===== config.mk =====
export PLATFORM = sky130hd
export DESIGN_NAME = ps2_scancode_decoder
export DESIGN_NICKNAME = d
export VERILOG_FILES = /design/src/rtl/ps2_pkg.sv /design/src/rtl/ps2_ascii_rom.sv /design/src/rtl/ps2_scancode_decoder.sv
export SDC_FILE = /design/constraint.sdc
export NUM_CORES = 1
export LEC_CHECK = 0
export CAP_MARGIN = 20
export CORE_ASPECT_RATIO = 1.25
export CORE_MARGIN = 1
export CORE_UTILIZATION = 40
export DETAILED_ROUTE_END_ITERATION = 7
export PLACE_DENSITY_LB_ADDON = 0.08
export SYNTH_ARGS = -nofsm -noshare
export SYNTH_HDL_FRONTEND = slang
export SYNTH_SLANG_ARGS = --single-unit

===== constraint.sdc =====
create_clock -name clk -period 6.4 [get_ports clk]
set_input_delay 1.92 -clock clk [delete_from_list [all_inputs] [get_ports clk]]
set_output_delay 1.92 -clock clk [all_outputs]
set_load 0.01 [all_outputs]

===== src/rtl/ps2_pkg.sv =====
// Shared definitions for the PS/2 Set-2 scan-code decoder: FSM encoding,
// prefix/shift byte constants and the list of bytes dropped in IDLE.
package ps2_pkg;

  typedef enum logic [1:0] {
    ST_IDLE    = 2'd0,
    ST_EXT     = 2'd1,
    ST_BRK     = 2'd2,
    ST_EXT_BRK = 2'd3
  } ps2_state_e;

  localparam logic [7:0] PS2_EXT = 8'hE0;
  localparam logic [7:0] PS2_BRK = 8'hF0;
  localparam logic [7:0] LSHIFT  = 8'h12;
  localparam logic [7:0] RSHIFT  = 8'h59;

  // Keyboard housekeeping bytes (BAT, echo, ack, resend, errors).
  function automatic logic is_ignored(input logic [7:0] b);
    case (b)
      8'h00, 8'hAA, 8'hEE, 8'hFA, 8'hFE, 8'hFF: is_ignored = 1'b1;
      default:                                  is_ignored = 1'b0;
    endcase
  endfunction

endpackage


===== src/rtl/ps2_ascii_rom.sv =====
// Combinational Set-2 code to ASCII lookup for non-extended keys.
// Letters follow shift; digits and control keys do not.
module ps2_ascii_rom (
  input  logic [7:0] code_i,
  input  logic       shift_i,
  output logic [7:0] ascii_o
);

  logic [7:0] letter;
  logic [7:0] other;

  always_comb begin
    letter = 8'h00;
    case (code_i)
      8'h1C: letter = "a";
      8'h32: letter = "b";
      8'h21: letter = "c";
      8'h23: letter = "d";
      8'h24: letter = "e";
      8'h2B: letter = "f";
      8'h34: letter = "g";
      8'h33: letter = "h";
      8'h43: letter = "i";
      8'h3B: letter = "j";
      8'h42: letter = "k";
      8'h4B: letter = "l";
      8'h3A: letter = "m";
      8'h31: letter = "n";
      8'h44: letter = "o";
      8'h4D: letter = "p";
      8'h15: letter = "q";
      8'h2D: letter = "r";
      8'h1B: letter = "s";
      8'h2C: letter = "t";
      8'h3C: letter = "u";
      8'h2A: letter = "v";
      8'h1D: letter = "w";
      8'h22: letter = "x";
      8'h35: letter = "y";
      8'h1A: letter = "z";
      default: letter = 8'h00;
    endcase
  end

  always_comb begin
    other = 8'h00;
    case (code_i)
      8'h45: other = "0";
      8'h16: other = "1";
      8'h1E: other = "2";
      8'h26: other = "3";
      8'h25: other = "4";
      8'h2E: other = "5";
      8'h36: other = "6";
      8'h3D: other = "7";
      8'h3E: other = "8";
      8'h46: other = "9";
      8'h29: other = 8'h20;
      8'h5A: other = 8'h0D;
      8'h66: other = 8'h08;
      8'h76: other = 8'h1B;
      default: other = 8'h00;
    endcase
  end

  always_comb begin
    if (letter != 8'h00) ascii_o = shift_i ? (letter - 8'h20) : letter;
    else                 ascii_o = other;
  end

endmodule


===== src/rtl/ps2_scancode_decoder.sv =====
// Turns raw Set-2 scan-code bytes into registered single-cycle key events,
// tracking shift, the held key and a count of new keypresses.
//
// state      | meaning
// -----------+-----------------------------------------
// ST_IDLE    | no prefix pending
// ST_EXT     | seen E0, waiting for code (or F0)
// ST_BRK     | seen F0, waiting for released code
// ST_EXT_BRK | seen E0 F0, waiting for released ext code
module ps2_scancode_decoder
  import ps2_pkg::*;
#(
  parameter int CNT_W = 8
) (
  input  logic             clk,
  input  logic             resetn,
  input  logic             in_valid,
  input  logic [7:0]       in_data,
  output logic             ev_valid,
  output logic [7:0]       ev_code,
  output logic             ev_ext,
  output logic             ev_break,
  output logic             ev_repeat,
  output logic [7:0]       ev_ascii,
  output logic [CNT_W-1:0] key_count,
  output logic             held,
  output logic [8:0]       held_code,
  output logic             shift
);

  ps2_state_e       state_q, state_d;
  logic             ev_valid_q, ev_ext_q, ev_break_q, ev_repeat_q;
  logic [7:0]       ev_code_q, ev_ascii_q;
  logic             ev_ext_d, ev_break_d, ev_repeat_d;
  logic [7:0]       ev_code_d, ev_ascii_d;
  logic             fire;
  logic [CNT_W-1:0] count_q, count_d;
  logic             held_q, held_d;
  logic [8:0]       held_code_q, held_code_d;
  logic             lshift_q, lshift_d, rshift_q, rshift_d;
  logic [8:0]       key;
  logic [7:0]       rom_ascii;

  // Case decision uses shift as it stood before this byte's edge.
  ps2_ascii_rom u_rom (
    .code_i  (in_data),
    .shift_i (lshift_q | rshift_q),
    .ascii_o (rom_ascii)
  );

  always_comb begin
    state_d     = state_q;
    fire        = 1'b0;
    ev_ext_d    = (state_q == ST_EXT) || (state_q == ST_EXT_BRK);
    ev_break_d  = (state_q == ST_BRK) || (state_q == ST_EXT_BRK);
    key         = {ev_ext_d, in_data};
    ev_code_d   = in_data;
    ev_repeat_d = !ev_break_d && held_q && (held_code_q == key);
    ev_ascii_d  = ev_ext_d ? 8'h00 : rom_ascii;
    count_d     = count_q;
    held_d      = held_q;
    held_code_d = held_code_q;
    lshift_d    = lshift_q;
    rshift_d    = rshift_q;

    if (in_valid) begin
      if (in_data == PS2_EXT) begin
        state_d = ST_EXT;
      end else if (in_data == PS2_BRK) begin
        if (state_q == ST_IDLE)     state_d = ST_BRK;
        else if (state_q == ST_EXT) state_d = ST_EXT_BRK;
      end else if (!(state_q == ST_IDLE && is_ignored(in_data))) begin
        fire    = 1'b1;
        state_d = ST_IDLE;
      end
    end

    if (fire) begin
      if (!ev_break_d) begin
        if (!ev_repeat_d) count_d = count_q + CNT_W'(1);
        held_d      = 1'b1;
        held_code_d = key;
      end else if (held_code_q == key) begin
        held_d = 1'b0;
      end
      if (!ev_ext_d && in_data == LSHIFT) lshift_d = !ev_break_d;
      if (!ev_ext_d && in_data == RSHIFT) rshift_d = !ev_break_d;
    end
  end

  always_ff @(posedge clk or negedge resetn) begin
    if (!resetn) begin
      state_q     <= ST_IDLE;
      ev_valid_q  <= 1'b0;
      ev_code_q   <= 8'h00;
      ev_ext_q    <= 1'b0;
      ev_break_q  <= 1'b0;
      ev_repeat_q <= 1'b0;
      ev_ascii_q  <= 8'h00;
      count_q     <= '0;
      held_q      <= 1'b0;
      held_code_q <= 9'h000;
      lshift_q    <= 1'b0;
      rshift_q    <= 1'b0;
    end else begin
      state_q    <= state_d;
      ev_valid_q <= fire;
      if (fire) begin
        ev_code_q   <= ev_code_d;
        ev_ext_q    <= ev_ext_d;
        ev_break_q  <= ev_break_d;
        ev_repeat_q <= ev_repeat_d;
        ev_ascii_q  <= ev_ascii_d;
      end
      count_q     <= count_d;
      held_q      <= held_d;
      held_code_q <= held_code_d;
      lshift_q    <= lshift_d;
      rshift_q    <= rshift_d;
    end
  end

  assign ev_valid  = ev_valid_q;
  assign ev_code   = ev_code_q;
  assign ev_ext    = ev_ext_q;
  assign ev_break  = ev_break_q;
  assign ev_repeat = ev_repeat_q;
  assign ev_ascii  = ev_ascii_q;
  assign key_count = count_q;
  assign held      = held_q;
  assign held_code = held_code_q;
  assign shift     = lshift_q | rshift_q;

endmodule


**After elaboration in Yosys (flattened, before gate mapping)**

Memories as Yosys holds them, arrays and structs flattened.
Index checks and enable logic that the tools add are counted.

- Reduce and logical (&&, ||, !) cells: 19
- Bitwise operators: 3
- Equality and inequality tests: 30
- Mux-type cells: 20
- Add/sub/neg operators: 2

Operators with widths:

| kind | number |
|---|---|
| $pmux 6 s14 | 1 |
| $eq 8x6->1 const B | 7 |
| $eq 8x8->1 const B | 7 |
| $eq 8x7->1 const B | 6 |
| $mux 8 | 4 |
| $eq 8x5->1 const B | 3 |
| $mux 1 | 10 |
| $mux 2 | 5 |
| $eq 9x9->1 | 1 |
| $add 8x1->8 const B | 1 |
| $logic_not 8->1 | 1 |
| $reduce_and 2->1 | 4 |
| $reduce_bool 8->1 | 1 |
| $sub 8x6->8 const B | 1 |
| $reduce_and 3->1 | 2 |
| $reduce_or 6->1 | 1 |
| $logic_and 1x1->1 | 5 |
| $eq 2x2->1 const B | 2 |
| $ne 4x2->1 const B | 1 |
| $ne 3x3->1 const B | 1 |
| $eq 2x1->1 const B | 1 |
| $logic_not 1->1 | 2 |
| $logic_not 2->1 | 1 |
| $logic_or 1x1->1 | 2 |
| other kinds (3) | 4 |

- Output and inout port bits: 39
- Memories: 1
- ROM bits: 896
- Register bits after elaboration: 42

Memory list:

| name | words | width | read ports | clocked after memory_dff | wr ports | RTL line | RTL |
|---|---|---|---|---|---|---|---|
| (name not given) | 128 | 7 | 1 | 0 | 0 | ps2_ascii_rom.sv:14 | `case (code_i)` |

**Logic depth before layout (Yosys ltp)**

- Depth in word-level cells: 12
- Depth in mapped cells: 12
- Mapped depth without buffers: 9

**Cells and area by module**

A second synthesis with hierarchy kept.

- Cells, all modules: 326
- Area total of the unflattened synthesis: 3051.7 um^2

By module, submodules not included:

| module | cells an instance | times used | area an instance (um^2) |
|---|---|---|---|
| ps2_scancode_decoder | 158 | 1 | 1971.9 |
| ps2_ascii_rom | 168 | 1 | 1079.8 |

**Least setup slack after synthesis**

OpenSTA, ideal clock, no wires.

- Path type: input-to-reg
- Start: input in_data[1]
- End: register ev_ascii_q[5] (netlist: ev_ascii[5])
- Stages: 12
- Slack: 2.323 ns
- Setup time: 0.126 ns
- Required time: 6.274 ns
- Path buffers: 3
- Arrival time: 3.951 ns
- Cells stage by stage: buf_2 inv_1 ha_1 clkbuf_1 mux2_2 o2111ai_1 o21ai_0 nor3_2 and4b_1 buf_2 nor3_1 a221o_1

- Word-level cells in the longest chain between the ends: 11
- Elaborated cells between the ends (all ways): 40
- Classes of those cells: add/sub: 1; eq/ne: 21; mux: 13; reduce/logical: 4; memory: 1

Ends and longest elaborated chain:

| element | RTL line | RTL |
|---|---|---|
| from (decl) | ps2_scancode_decoder.sv:18 | `input logic [7:0] in_data,` |
| branches (longest 11 deep; another with $sub 8x6->8) | - |  |
| to (signal assigned) | ps2_scancode_decoder.sv:113 | `ev_ascii_q <= ev_ascii_d;` |
| to (decl) | ps2_scancode_decoder.sv:33 | `logic [7:0] ev_code_q, ev_ascii_q;` |

Parallel ways; which one is timed is not known. The select of a mux whose other input is x is not followed.
A chain may end at the register's enable or synchronous reset.

**Final worst setup path**

- Start: input in_data[1]
- End: register count_q[1] (netlist: key_count[1])

- Word-level cells in the longest chain between the ends: 12
- Elaborated cells between the ends (all ways): 22
- Classes of those cells: eq/ne: 8; mux: 8; bitwise: 1; reduce/logical: 5

Ends and longest elaborated chain:

| element | RTL line | RTL |
|---|---|---|
| $eq 8x8->1 / $logic_not 8->1 (equally long branches) | ps2_pkg.sv:19 | `case (b)` |
| $reduce_or 6->1 | ps2_pkg.sv:19 |  |
| $mux 1 | ps2_pkg.sv:19 |  |
| $mux 1 | ps2_scancode_decoder.sv:69 | `end else if (in_data == PS2_BRK) begin` |
| $mux 1 | ps2_scancode_decoder.sv:67 | `if (in_data == PS2_EXT) begin` |
| $mux 1 | ps2_scancode_decoder.sv:66 | `if (in_valid) begin` |
| $logic_and 1x1->1 | ps2_scancode_decoder.sv:72 | `end else if (!(state_q == ST_IDLE && is_ignored(in_data))) begin` |
| $mux 1 | ps2_scancode_decoder.sv:72 |  |
| $mux 1 | ps2_scancode_decoder.sv:69 |  |
| $mux 1 | ps2_scancode_decoder.sv:67 |  |
| $mux 1 | ps2_scancode_decoder.sv:66 |  |
| $reduce_and 3->1 (no source line) (*) | - |  |
| to (signal assigned) | ps2_scancode_decoder.sv:115 | `count_q <= count_d;` |
| to (decl) | ps2_scancode_decoder.sv:37 | `logic [CNT_W-1:0] count_q, count_d;` |

Every way passes the cells marked *; elsewhere a longest branch is shown, timed or not. The select of a mux whose other input is x is not followed.

==> results.py <==
metrics = {
    "synthesis": {
        "yosysWarnings": 0,
        "synth_edf_count": 0,
        "yosysSeqAreaShare": 0.3497,
        "synth_async_sr_flop_share": 1.000,
        "yosys_most_used_dff": "dfrtp_1",
        "syn_avg_cell_area_sq_um": 9.163,
        "syn_inst": 328,
        "yosys.cell_types.count": 62,
        "syn_nets": 349,
        "synth_area_sq_um": 3005,
        "ys_seq_elements": 42,
    },
    "clocking": {
        "post_cts_buffers": 0,
        "cts_hold_buffers": 0,
        "clock-sinks": 42,
        "post_cts_resized": 0,
        "clk_pin_slew_ps": 90,
        "cts_root_buffer": "clkbuf_8",
        "cts_buffers": 5,
        "cts_tree": "done",
        "cts_max_level": 2,
        "clockBufferDepth": 2,
        "clk_latency_ps": 300,
    },
    "detailed_routing": {
        "drc": 0,
        "wirelength_um": 7429,
        "vias_per_cell": 5.627,
        "final_antenna_net_count": 0,
        "firstDrtPassIters": 4,
        "vias": 2577,
        "route.detailed.wl_per_inst_um": 16.22,
        "initialDrtViolationCount": 99,
    },
    "power": {
        "leakagePower_nw": 1.455,
        "cellPowerDensity_nw_per_um2": 216.9,
        "peakVddDrop_uv": 121.8,
    },
    "critical_path": {
        "r2r_cells": 7,
        "end_kind": "flip-flop",
        "cp_slowest_stage_delay_ps": 660,
        "path_cells": "clkdlybuf4s50_1 > inv_1 > ha_1 > nand2b_1 > or4_1 > o211ai_2 > o21bai_4 > nor2_4 > nand2_1 > mux2_2",
        "crit_slowest_cell": "clkdlybuf4s50_1",
        "worst-path-buf-inv": 2,
        "worstSetupPathType": "in -> reg",
        "cp_max_fo": 35,
        "cp.depth": 10,
        "cp_top_family": "simple AND/OR/NAND/NOR gates",
        "startpoint_type": "input port",
        "cp_data_arrival_time_ps": 5050,
        "cp.required_ps": 6590,
    },
    "final_layout": {
        "layout_common_cells": "clkdlybuf4s50_1 (48), nand2_1 (42), dfrtp_1 (42)",
        "n_antenna_cell": 0,
        "final_cell_area_sq_um": 3598,
        "final_layout_size_suffix_gt1_frac": 0.1277,
        "fin_nets": 388,
        "area_growth_pct": 19.73,
        "final_common_cell": "clkdlybuf4s50_1",
    },
    "global_route": {
        "antenna_found_initial": 0,
        "grt_pass1_wl_um": 12520,
        "grt_overflow": 0,
        "grt_pass1_vias": 2479,
        "track_usage": 0.2016,
        "grt_max_degree": 43,
    },
    "die": {
        "die_x_um": 79.53,
        "io_pins": 50,
        "coreArea_sq_um": 7104,
        "dieArea_sq_um": 7866,
        "chipHeight_um": 98.91,
        "initial_utilization": 0.4230,
        "rows": 34,
    },
    "min_path": {
        "worstHoldPathCells": 1,
        "hold_path.class": "reg -> reg",
    },
    "timing": {
        "fin_tns_setup_ps": 0,
        "worstMarginPinSlew_ps": 921.2,
        "layout_min_cycle_time_ps": 4855,
        "fin_crit_sh": 0.7585,
        "fin_ws_ps": 1545,
        "skew_ps": 5.954,
        "relSlewSlack": 0.3859,
        "hold_viol_final": 0,
        "rsz0062_at_grt": "no",
        "setup_viol": 0,
        "slew_viol_final": 0,
        "max_clock_freq_mhz": 206.0,
        "hold_ws_ps": 482.1,
    },
    "placement": {
        "dp_hpwl_um": 5421,
        "globalplace.congestion": 0.8942,
        "portBuffers": 49,
        "place_area_sq_um": 3506,
        "pre_cts_ws_ps": 1232,
    },
    "outcome": {
        "status": "completed",
    },
    "run": {
        "cap_viol_max_count": 0,
    },
}
==> synthesized netlist by cell type (all sizes together) (6+ instances only) <==
library cell,instances,share of area
mux2,16,0.060
nand2b,13,0.027
o21ai,15,0.025
nand3,16,0.027
nor3,6,0.012
dfrtp,42,0.35
nor2b,9,0.019
inv,10,0.012
a21oi,12,0.020
nor2,11,0.019
xnor2,15,0.044
nand2,42,0.052
ha,10,0.042
o31ai,7,0.017
o211ai,8,0.022
buf,21,0.046
==> logic make-up (layout without fill, tap and decap cells) <==
logic type	after synthesis	after routing	share of synthesized area
adders and majority gates	10	10	0.04163
AOI/OAI and AO/OA	76	76	0.1874
DFF	42	42	0.3497
xor gates and xnor gates	19	19	0.05537
buffers and inverters	35	75	0.06370
muxes	21	21	0.07660
and+or+nand+nor	125	125	0.2256
==> layout make-up <==
class / instances / area [sq um]
multi-input combinational: 251 / 1763
inverter: 11 / 41.29
timing repair buffer: 56 / 538.0
fill: 671 / 3506
sequential: 42 / 1051
tap: 90 / 112.6
clock buffer: 5 / 68.82
clock inverter: 3 / 23.77
==> per-layer routing <==
layer	vias up	track usage	share of wire
li1	1253	-	-
met1	1244	0.2807	0.48
met2	64	0.3123	0.46
met3	16	0.03519	0.036
met4	0	0.06853	0.020
met5	-	0	0
==> through the flow <==
step / power, mW / std cells / utilization
after floorplan: 0.4885 / 328 / -
after global placement: 0.6048 / 450 / 0.4935
after detailed placement: 0.6076 / 450 / 0.4935
after CTS: 0.7907 / 458 / 0.5065
after global routing: 0.8284 / 458 / 0.5065
final: 0.7805 / 458 / 0.5065
==> registers in the layout, indices dropped and copies added, names as in the netlist <==
| name | count |
|---|---|
| ev_ascii | 8 |
| ev_code | 8 |
| rshift_q | 1 |
| lshift_q | 1 |
| ev_valid | 1 |
| ev_ext | 1 |
| held | 1 |
| ev_break | 1 |
| ev_repeat | 1 |
| state_q | 2 |
| key_count | 8 |
| held_code | 9 |
==> final timing paths <==
| check | start | end | slack [ps] |
|---|---|---|---|
| worst max-delay path | in_data[1] | key_count[1]$_DFFE_PN0P_ | 1550 |
| worst min-delay path | key_count[7]$_DFFE_PN0P_ | key_count[7]$_DFFE_PN0P_ | 480 |
| worst max register to register | state_q[0]$_DFFE_PN0P_ | key_count[1]$_DFFE_PN0P_ | 3800 |
| worst min register to register | key_count[7]$_DFFE_PN0P_ | key_count[7]$_DFFE_PN0P_ | 480 |
| max in group asynchronous | resetn | held_code[3]$_DFFE_PN0P_ | 4070 |
| min in group asynchronous | resetn | ev_break$_DFFE_PN0P_ | 1750 |
==> power breakdown <==
part           internal [mW]  total (mW)  switching, mW  leakage (nW)
Combinational          0.138       0.258          0.120         0.885
Sequential             0.305       0.342         0.0372         0.529
Clock                 0.0781       0.181          0.103        0.0408
(Power assumes the default switching activity.)
